==> config.mk <==
export PLATFORM = sky130hd
export DESIGN_NAME = serial_add_arb
export DESIGN_NICKNAME = d
export VERILOG_FILES = /design/src/rtl/serial_add_arb.sv
export SDC_FILE = /design/constraint.sdc
export NUM_CORES = 1
export LEC_CHECK = 0
export ABC_AREA = 1
export CAP_MARGIN = 20
export CORE_MARGIN = 2
export CORE_UTILIZATION = 50
export CTS_CLUSTER_DIAMETER = 150
export CTS_CLUSTER_SIZE = 12
export DETAILED_ROUTE_END_ITERATION = 8
export PLACE_DENSITY = 0.93
export SLEW_MARGIN = 20
export SYNTH_ARGS = -nofsm -noshare
export SYNTH_HDL_FRONTEND = slang
export SYNTH_SLANG_ARGS = --single-unit
==> constraint.sdc <==
create_clock -name clk -period 4 [get_ports clk]
set_input_delay 1.2 -clock clk [delete_from_list [all_inputs] [get_ports clk]]
set_output_delay 1.2 -clock clk [all_outputs]
set_load 0.01 [all_outputs]
==> src/rtl/serial_add_arb.sv <==
// Two-requester arbiter sharing one bit-serial (LSB-first) adder.
// Round-robin grant in IDLE, WIDTH shift cycles, result held in DONE.
module serial_add_arb #(
    parameter int WIDTH = 8
) (
    input  logic             clk,
    input  logic             rst,
    input  logic             req0_valid,
    output logic             req0_ready,
    input  logic [WIDTH-1:0] req0_a,
    input  logic [WIDTH-1:0] req0_b,
    input  logic             req1_valid,
    output logic             req1_ready,
    input  logic [WIDTH-1:0] req1_a,
    input  logic [WIDTH-1:0] req1_b,
    output logic             rsp_valid,
    input  logic             rsp_ready,
    output logic [WIDTH-1:0] rsp_sum,
    output logic             rsp_cout,
    output logic             rsp_id,
    output logic             busy
);

    localparam int CW = $clog2(WIDTH);
    localparam logic [CW-1:0] LAST = CW'(WIDTH - 1);

    typedef enum logic [1:0] {
        IDLE,
        SHIFT,
        DONE
    } state_t;

    state_t           state;
    logic [WIDTH-1:0] a_sr;
    logic [WIDTH-1:0] b_sr;
    logic [WIDTH-1:0] sum_sr;
    logic             carry;
    logic [CW-1:0]    cnt;
    logic             id;
    logic             last_gnt;

    logic             idle;
    logic             pick1;
    logic             s;
    logic             c_n;

    // last_gnt=1 means requester 1 won last, so requester 0 wins a tie
    always_comb begin
        idle       = (state == IDLE) && !rst;
        pick1      = req1_valid && (!req0_valid || !last_gnt);
        req1_ready = idle && pick1;
        req0_ready = idle && req0_valid && !pick1;
    end

    always_comb begin
        s   = a_sr[0] ^ b_sr[0] ^ carry;
        c_n = (a_sr[0] & b_sr[0]) | (a_sr[0] & carry) | (b_sr[0] & carry);
    end

    always_ff @(posedge clk) begin
        if (rst) begin
            state     <= IDLE;
            a_sr      <= '0;
            b_sr      <= '0;
            sum_sr    <= '0;
            carry     <= 1'b0;
            cnt       <= '0;
            id        <= 1'b0;
            last_gnt  <= 1'b1;
            rsp_valid <= 1'b0;
            busy      <= 1'b0;
        end else begin
            unique case (state)
                IDLE: begin
                    if (req0_ready || req1_ready) begin
                        a_sr     <= pick1 ? req1_a : req0_a;
                        b_sr     <= pick1 ? req1_b : req0_b;
                        carry    <= 1'b0;
                        cnt      <= '0;
                        id       <= pick1;
                        last_gnt <= pick1;
                        busy     <= 1'b1;
                        state    <= SHIFT;
                    end
                end
                SHIFT: begin
                    a_sr   <= a_sr >> 1;
                    b_sr   <= b_sr >> 1;
                    carry  <= c_n;
                    sum_sr <= {s, sum_sr[WIDTH-1:1]};
                    cnt    <= cnt + 1'b1;
                    if (cnt == LAST) begin
                        rsp_valid <= 1'b1;
                        state     <= DONE;
                    end
                end
                DONE: begin
                    if (rsp_ready) begin
                        rsp_valid <= 1'b0;
                        busy      <= 1'b0;
                        state     <= IDLE;
                    end
                end
                default: begin
                    rsp_valid <= 1'b0;
                    busy      <= 1'b0;
                    state     <= IDLE;
                end
            endcase
        end
    end

    assign rsp_sum  = sum_sr;
    assign rsp_cout = carry;
    assign rsp_id   = id;

endmodule

==> results by group, run 1 <==
Synthesis
  – Synth area leader: dfxtp_1
  – Top_reg_cell synth: dfxtp_1
  – Synthesis Warnings: 0
  – Synthesized flop and latch total: 34
  – Post-Syn Area: 1820 sq um
  – Post-synthesis sequential area ratio: 0.374
  – Syn Nets: 311
  – Synth top cells by count: nand2_1, nand3_1, dfxtp_1
  – Top-count cell post-synth: nand2_1
  – Post-synth EDFFs: 0
  – Ys async rst share: 0
  – Synth top area share: 0.374
  – Netlist cell types: 24
  – Syn_area_per_cell: 6.71 sq um
  – Top cells by area, synth: dfxtp_1, nand3_1, nand2_1, nor2_1, a21oi_1
  – Cell count after synthesis: 271

Cells and area
  – Final net count: 355
  – Area grow syn2layout: 30.7%
  – Share of layout cells above drive strength 1: 0.0791
  – Antenna diodes: 0
  – Finished Cell Area: 2380 sq um

CTS
  – Clock transition at path regs: 100 ps
  – Htree depth: 2
  – Clock root buffer: clkbuf_4
  – Clk sinks: 34
  – Num CTS Buffers: 5
  – Clk buf depth: 2
  – Worst skew pair latency: 340 ps
  – Post-CTS Setup Bufs: 0
  – Post-cts sizing count: 0
  – CTS tree: done
  – Cts hold-fix bufs: 0

Place
  – DP HPWL: 3040 um
  – Placed Area: 2320 sq um
  – IO Port Bufs: 50
  – Placer congestion estimate: 0.844

Outcome
  – Status: completed

Pwr
  – Clock network power share: 0.245
  – P_leak: 1.08 nW
  – VDD IR max: 0.000278 V
  – PwrDens: 342 nW/um^2
  – Pint: 0.000564 W
  – Sw frac: 0.307
  – Net switching power: 0.000250 W
  – Combinational group share of total power: 0.275
  – Flop pwr share: 0.480

Drt
  – Final wirelength: 4410 um
  – ANT nets after route: 0
  – Via count: 1865
  – Via/cell ratio: 5.15
  – Routed len/inst: 12.2 um
  – DR DRC count: 0
  – 1st-iter DRT viols: 113
  – 1st-pass router iterations: 4

Global routing
  – GRT Residual Overflow: 0
  – First-pass GRT wire length: 7420 um
  – Vias in the first global route: 1712
  – Total Routing Usage GR: 0.224
  – Largest net degree at the start of global routing: 40
  – Initial antenna violation count: 0

Floorplan
  – Chip Width: 64.3 um
  – Die H: 64.3 um
  – Die area: 4140 sq um
  – Starting Density: 0.533
  – # rows: 21
  – Core area: 3420 sq um
  – Ports: 51

STA
  – Slew @ Worst Pin: 582 ps
  – Hold Violations, Final: 0
  – Max Clock Freq: 262 MHz
  – Slew headroom: 0.612
  – Clock skew: 10.2 ps
  – Slew Viols, Final: 0
  – Final setup viols: 0
  – Setup TNS: 0 ps
  – RSZ-0062 raised after global routing: no
  – Minimum clock period: 3820 ps
  – Fin crit share: 0.955

Flow run
  – Max_cap viols: 0

Setup path
  – Setup crit start kind: primary input
  – Register-to-Register Setup Slack: 1970 ps
  – Critical Path Fanout Max: 5
  – Worst endpoint required time: 2800 ps
  – Worst Reg2Reg Path Length in Cells: 9
  – Crit path from: req0_valid
  – Crit path kind: primary input to primary output
  – Critical R2R Capture: b_sr[7]
  – Crit. End Element: primary output
  – Worst EP arrival: 2620 ps
  – RR Startpoint: state[1]
  – Worst Setup EP: req1_ready

Worst hold path
  – Worst hold path type: flop to flop
  – Min-Delay Path Depth: 2
## layout by cell type (no fill, tap or decap)
cell	count
nand3_1	49
inv_1	9
dfxtp_1	34
nor2_1	33
inv_2	5
nand3_2	1
or2_0	14
clkbuf_1	1
clkbuf_4	5
clkdlybuf4s50_1	50
nor2_2	2
ha_1	2
or2_1	1
o21ai_0	9
a21oi_1	24
clkbuf_8	1
nor2_4	1
buf_4	5
nand2_2	2
nand2_4	1
fa_1	1
nand2_1	63
nand3_4	1
clkinv_2	1
o21ai_1	1
## layer usage
layer / routed length [um] / up-vias / track usage
met5: 0 / - / 0
met4: 78 / 0 / 0.0665
met3: 188 / 9 / 0.0546
met2: 2220 / 43 / 0.408
met1: 1920 / 848 / 0.258
li1: - / 965 / -
## sequential cells by signal, summed over array words and instances (netlist names)
register and flops:
rsp_valid 1, a_sr 8, rsp_cout 1, busy 1
b_sr 8, rsp_sum 8, cnt 3, state 2
last_gnt 1, rsp_id 1
## through the flow
| stage | std cells | hold WS (ps) | setup slack, ps | utilization | power [W] |
|---|---|---|---|---|---|
| final | 362 | 468 | 180 | 0.696 | 0.000814 |
| after global routing | 362 | 498 | 100 | 0.696 | 0.000864 |
| after CTS | 362 | 467 | 171 | 0.696 | 0.000817 |
| after detailed placement | 354 | 453 | 176 | 0.679 | 0.000621 |
| after global placement | 354 | 450 | 203 | 0.679 | 0.000612 |
| after floorplan | 271 | 444 | 1030 | - | 0.000540 |
## critical path, cell delays in order
cell and delay [ps]:
clkdlybuf4s50_1 460, nand2_2 130, nand2_4 50, inv_2 90, nand2_2 100, inv_1 60, clkdlybuf4s50_1 520
## worst min-delay path by stage
stage	from	end	slack, ps
final	rsp_valid	rsp_valid	470
after global routing	rsp_cout	rsp_cout	500
after CTS	rsp_valid	rsp_valid	470
after detailed placement	rsp_valid	rsp_valid	450
after global placement	rsp_valid	rsp_valid	450
after floorplan	a_sr[1]	a_sr[1]	440
## logic make-up (layout without fill, tap and decap cells)
| group | after synthesis | in the layout | share of synthesized area |
|---|---|---|---|
| simple gates | 168 | 168 | 0.426 |
| buf+inv | 32 | 77 | 0.0818 |
| flops | 34 | 34 | 0.374 |
| compound gates | 34 | 34 | 0.0935 |
| fa+ha+maj | 3 | 3 | 0.0248 |
## layout make-up
class	count	area, sq um
Clock buffer	7	55.1
Sequential cell	34	681
Fill cell	273	1040
Inverter	14	52.6
Timing Repair Buffer	55	538
Tap cell	46	57.6
Multi-Input combinational cell	205	990
Clock inverter	1	5.00
## power by group through the flow
stage | Sequential [W] | Combinational (W) | Clock [W]
2_1_floorplan | 0.000399 | 0.000141 | 0
3_3_place_gp | 0.000396 | 0.000216 | 0
3_5_place_dp | 0.000398 | 0.000223 | 0
4_1_cts | 0.000391 | 0.000225 | 0.000202
5_1_grt | 0.000395 | 0.000251 | 0.000217
6_report | 0.000391 | 0.000224 | 0.000200
No activity file was read; power rests on OpenSTA's default activity.
==> run 2, diff against run 1 <==
==> constraint.sdc (replaced) <==
create_clock -name clk -period 4 [get_ports clk]
set_input_delay 0.8 -clock clk [delete_from_list [all_inputs] [get_ports clk]]
set_output_delay 0.8 -clock clk [all_outputs]
set_load 0.01 [all_outputs]
==> run 2 against run 1 <==
Net effect: power rose by 16%; maximum frequency rose by 12%; flip-flop and latch count did not move; first-iteration DRC count rose by 18%; global-route usage fell by 0.53 points; critical path depth did not move; critical path type unchanged; critical endpoint unchanged; largest cell class unchanged.
==> results by group, run 2 (synthesis results as in run 1) <==
Outcome
  – Status: completed

STA
  – Max Clock Freq: 294 MHz (+12%)
  – Minimum clock period: 3400 ps (-417 ps)
  – RSZ-0062 raised after global routing: no
  – Fin crit share: 0.851 (-0.104)
  – Hold Violations, Final: 0 (unchanged)
  – Clock skew: 9.73 ps (-0.452 ps)
  – Slew Viols, Final: 0 (unchanged)
  – Slew headroom: 0.619 (+0.00754)
  – Setup TNS: 0 ps (unchanged)
  – Slew @ Worst Pin: 570 ps (-11.3 ps)
  – Final setup viols: 0 (unchanged)

Cells and area
  – Final net count: 352 (-0.85%)
  – Register Area: 681 sq um (unchanged)
  – Area grow syn2layout: 32.3%
  – Antenna diodes: 0 (unchanged)
  – Commonest non-fill, non-tap cell in the layout: nand2_1
  – Finished Cell Area: 2410 sq um (+1.2%)
  – Area of the multi-input gates: 990 sq um (unchanged)
  – Share of layout cells above drive strength 1: 0.0735 (-0.00563)
  – Layout fillers: 292 (+7.0%)
  – Commonest non-fill, non-tap cells in the layout: nand2_1, clkdlybuf4s50_1, nand3_1

Drt
  – Routed len/inst: 12.2 um (+0.45%)
  – DR DRC count: 0 (unchanged)
  – 1st-iter DRT viols: 133 (+18%)
  – ANT nets after route: 0 (unchanged)
  – Final wirelength: 4390 um (-0.39%)
  – Via count: 1871 (+0.32%)
  – 1st-pass router iterations: 4 (unchanged)
  – Via/cell ratio: 5.21 (+1.2%)

CTS
  – Cts hold-fix bufs: 0 (unchanged)
  – Worst skew pair latency: 350 ps (about the same)
  – Clock transition at path regs: 110 ps (about the same)
  – Num CTS Buffers: 5 (unchanged)
  – CTS tree: done
  – Clock root buffer: clkbuf_4
  – Post-CTS Setup Bufs: 0 (unchanged)
  – Post-cts sizing count: 0 (unchanged)
  – Clk buf depth: 2 (unchanged)
  – Clk sinks: 34 (unchanged)
  – Htree depth: 2 (unchanged)

Setup path
  – Worst endpoint required time: 3200 ps (+400 ps)
  – Critical Path Fanout Max: 17 (+12)
  – Worst EP arrival: 2600 ps (-20 ps)
  – Worst Reg2Reg Path Length in Cells: 8 (-1)
  – Setup crit start kind: primary input
  – Crit. End Element: primary output
  – Crit path kind: primary input to primary output

Global routing
  – Vias in the first global route: 1804 (+5.4%)
  – Total Routing Usage GR: 0.219 (-0.00531)
  – Initial antenna violation count: 0 (unchanged)
  – First-pass GRT wire length: 7230 um (-2.6%)
  – Largest net degree at the start of global routing: 40 (unchanged)
  – GRT Residual Overflow: 0 (unchanged)

Worst hold path
  – Min-Delay Path Depth: 2 (unchanged)
  – Worst hold path type: flop to flop

Pwr
  – PwrDens: 391 nW/um^2 (+14%)
  – P_leak: 1.09 nW (+0.85%)
  – Pwr Total: 0.000942 W (+16%)
  – VDD IR max: 0.000227 V (-18%)

Place
  – IO Port Bufs: 50 (unchanged)
  – Placed Area: 2300 sq um (-0.97%)
  – DP HPWL: 3000 um (-1.3%)
  – Placer congestion estimate: 0.828 (-1.8%)

Floorplan
  – Ports: 51 (unchanged)
  – Core area: 3420 sq um (unchanged)
  – Starting Density: 0.533 (unchanged)
  – # rows: 21 (unchanged)
  – Die area: 4140 sq um (unchanged)
  – Die H: 64.3 um (unchanged)
  – Chip Width: 64.3 um (unchanged)

Flow run
  – Max_cap viols: 0 (unchanged)
-- run 2: per-stage QoR --
| step | std cells | utilization | setup WS [ps] | hold slack [ps] |
|---|---|---|---|---|
| after floorplan | 271 | - | 1830 | 444 |
| after global placement | 351 | 0.672 | 659 | 453 |
| after detailed placement | 351 | 0.672 | 612 | 461 |
| after CTS | 359 | 0.705 | 594 | 482 |
| after global routing | 359 | 0.705 | 453 | 506 |
| final | 359 | 0.705 | 597 | 479 |
-- run 2: final timing paths --
path | slack [ps] | to | from
max | 600 | req1_ready | req0_valid
min | 480 | rsp_valid | rsp_valid
max reg2reg | 2000 | cnt[0] | state[1]
min reg2reg | 480 | rsp_valid | rsp_valid
-- run 2: layout make-up --
cell class,instances,share of cell area
flip-flops and latches,34,0.283
inverters,14,0.0218
clock inverters,2,0.0249
multi-input cells,205,0.411
clock buffers,6,0.0213
well taps,46,0.0239
repair buffers,52,0.214
-- run 2: report_power, final --
group | switching (W) | internal (W)
clock network | 0.000120 | 0.000212
logic | 0.000116 | 0.000104
registers | 0.0000176 | 0.000373
-- run 2: worst max-delay path, cell delays in order --
cell             delay [ps]
clkdlybuf4s50_1         470
nand2_2                 280
nand2_4                 210
inv_2                   140
nand2_2                 110
inv_1                    70
clkdlybuf4s50_1         520
-- run 2: per-layer routing --
layer | track usage | vias to the layer above | part of all wire
met5 | 0 | - | 0
met3 | 0.0387 | 10 | 0.070
met2 | 0.397 | 59 | 0.51
met4 | 0.125 | 0 | 0.024
li1 | - | 956 | -
met1 | 0.237 | 846 | 0.39
==> run 3, diff against run 2 <==
- CORE_UTILIZATION: 50 -> 47
- PLACE_DENSITY: 0.93 -> 0.89
- clock period: 4 -> 3.3 ns (I/O delays scaled with it)
==> run 3 against run 2 <==
Net effect: global-route usage decreased by 2.4 points; sequential share of layout area about the same; power increased by 11%; sequential power increased by 21%; critical endpoint unchanged; largest cell class unchanged; highest routed layer unchanged.
==> results by group, run 3 (synthesis results as in run 1) <==
Drt
  – Final wirelength: 4100 um (-6.7%)
  – Uppermost layer routed: met4
  – WL met1: 1830 um (+6.3%)
  – Via count: 1833 (-2.0%)
  – Via/cell ratio: 5.04 (-3.4%)
  – Routed len/inst: 11.3 um (-8.0%)
  – ANT nets after route: 0 (unchanged)
  – DR DRC count: 0 (unchanged)
  – Met2 wire length: 2000 um (-11%)
  – WL met3: 177 um (-42%)
  – 1st-iter DRT viols: 119 (-11%)
  – 1st-pass router iterations: 4 (unchanged)

CTS
  – Post-cts sizing count: 0 (unchanged)
  – Num CTS Buffers: 5 (unchanged)
  – Htree depth: 2 (unchanged)
  – Worst skew pair latency: 300 ps (-50 ps)
  – Post-CTS Setup Bufs: 0 (unchanged)
  – Clock transition at path regs: 80 ps (-30 ps)
  – Clk buf depth: 2 (unchanged)
  – Clk sinks: 34 (unchanged)
  – Cts hold-fix bufs: 0 (unchanged)
  – Clock root buffer: clkbuf_8
  – CTS tree: done

Global routing
  – Total Routing Usage GR: 0.195 (-0.0237)
  – Largest net degree at the start of global routing: 40 (unchanged)
  – GRT Residual Overflow: 0 (unchanged)
  – Initial antenna violation count: 0 (unchanged)
  – First-pass GRT wire length: 6470 um (-11%)
  – Vias in the first global route: 1524 (-16%)

Floorplan
  – Ports: 51 (unchanged)
  – Starting Density: 0.493 (-0.0394)
  – Core area: 3690 sq um (+8.0%)
  – # rows: 22 (+4.8%)
  – Die H: 66.2 um (+2.9%)
  – Chip Width: 66.2 um (+2.9%)
  – Die area: 4380 sq um (+6.0%)

STA
  – Clock skew: 8.52 ps (-1.21 ps)
  – Hold Violations, Final: 0 (unchanged)
  – Slew headroom: 0.625 (+0.00606)
  – Slew Viols, Final: 0 (unchanged)
  – Fin crit share: 0.879
  – Slew @ Worst Pin: 561 ps (-9.08 ps)
  – Minimum clock period: 2900 ps
  – RSZ-0062 raised after global routing: no
  – Setup TNS: 0 ps (unchanged)
  – Final worst setup slack: 400 ps (-197 ps)
  – Final setup viols: 0 (unchanged)
  – Max Clock Freq: 345 MHz

Cells and area
  – Final net count: 355 (+0.85%)
  – Share of layout cells above drive strength 1: 0.0823 (+0.00880)
  – Commonest non-fill, non-tap cell in the layout: nand2_1
  – Layout fillers: 344 (+18%)
  – Area of the multi-input gates: 990 sq um (unchanged)
  – Final Core Density: 0.654 (-0.0511)
  – Commonest non-fill, non-tap cells in the layout: nand2_1, clkdlybuf4s50_1, nand3_1
  – Area grow syn2layout: 32.5%
  – Register Area: 681 sq um (unchanged)
  – Antenna diodes: 0 (unchanged)
  – Finished Cell Area: 2410 sq um (+0.16%)
  – Non-Filler Instances: 364 (+1.4%)

Place
  – IO Port Bufs: 50 (unchanged)
  – Placer congestion estimate: 0.822 (-0.77%)
  – Placed Area: 2320 sq um (+1.1%)
  – DP HPWL: 2820 um (-6.1%)
  – Cells after DPL: 356 (+1.4%)
  – Pre-CTS setup slack: 394 ps (-218 ps)

Setup path
  – Top delay family on crit path: buffers and inverters
  – CP peak stage delay: 530 ps (about the same)
  – Critical Path Fanout Max: 17 (unchanged)
  – Worst path cell trace: clkdlybuf4s50_1 -> nand2_2 -> nand2_4 -> inv_2 -> nand2_2 -> inv_1 -> clkdlybuf4s50_1
  – Slowest stage cell on the critical path: clkdlybuf4s50_1
  – Buffers & Inverters on Critical Path: 4 (unchanged)
  – Crit. End Element: primary output
  – Worst EP arrival: 2240 ps (-360 ps)
  – Worst endpoint required time: 2640 ps (-560 ps)
  – Setup crit start kind: primary input
  – Crit path kind: primary input to primary output

Pwr
  – PwrDens: 435 nW/um^2 (+11%)
  – P_leak: 1.09 nW (about the same)
  – VDD IR max: 0.000368 V (+62%)

Worst hold path
  – Worst hold path type: flop to flop

Outcome
  – Status: completed

Flow run
  – Max_cap viols: 0 (unchanged)
run 3: cell count changes in the layout (fill, tap and decap cells not counted), moves of 2 or more:
cell	before	now
clkbuf_4	5	0
clkbuf_8	1	5
buf_4	2	5
bufinv_16	2	0
run 3: through the flow:
stage,hold slack (ps),total power [W]
floorplan,444,0.000654
global placement,452,0.000741
detailed placement,461,0.000746
CTS,474,0.00105
global route,489,0.00111
finish,470,0.00105
run 3: path summary, 6_finish.rpt:
kind | from | endpoint | slack [ps] | cells after the start
worst max register to register | last_gnt | cnt[2] | 1610 | 8
worst min register to register | busy | busy | 470 | 2
worst max-delay path | req0_valid | req1_ready | 400 | 7
worst min-delay path | busy | busy | 470 | 2
run 3: metal layers:
| layer | up-vias | global-route usage |
|---|---|---|
| li1 | 962 | - |
| met1 | 817 | 0.229 |
| met2 | 45 | 0.321 |
| met3 | 9 | 0.0579 |
| met4 | 0 | 0.0995 |
| met5 | - | 0 |
run 3: area by class of cell:
cell class | count | area share
multi-input cells | 205 | 0.410
flip-flops and latches | 34 | 0.282
repair buffers | 55 | 0.223
clock buffers | 5 | 0.0285
well taps | 48 | 0.0249
inverters | 14 | 0.0218
clock inverters | 3 | 0.00882
run 3: worst reg2reg max path, delay by kind of cell, from the launching register on:
family                 cells  cell delay [ps]
DFF                        1              350
and+or+nand+nor            6             1040
AOI/OAI and AO/OA          1              140
buffers and inverters      1               90
run 3: where the power goes:
group,total (W),internal [W],leakage [nW],switching (W)
Clock,0.000314,0.000148,0.0441,0.000165
Sequential,0.000472,0.000452,0.280,0.0000200
Combinational,0.000264,0.000128,0.763,0.000136
Total,0.00105,0.000727,1.09,0.000322
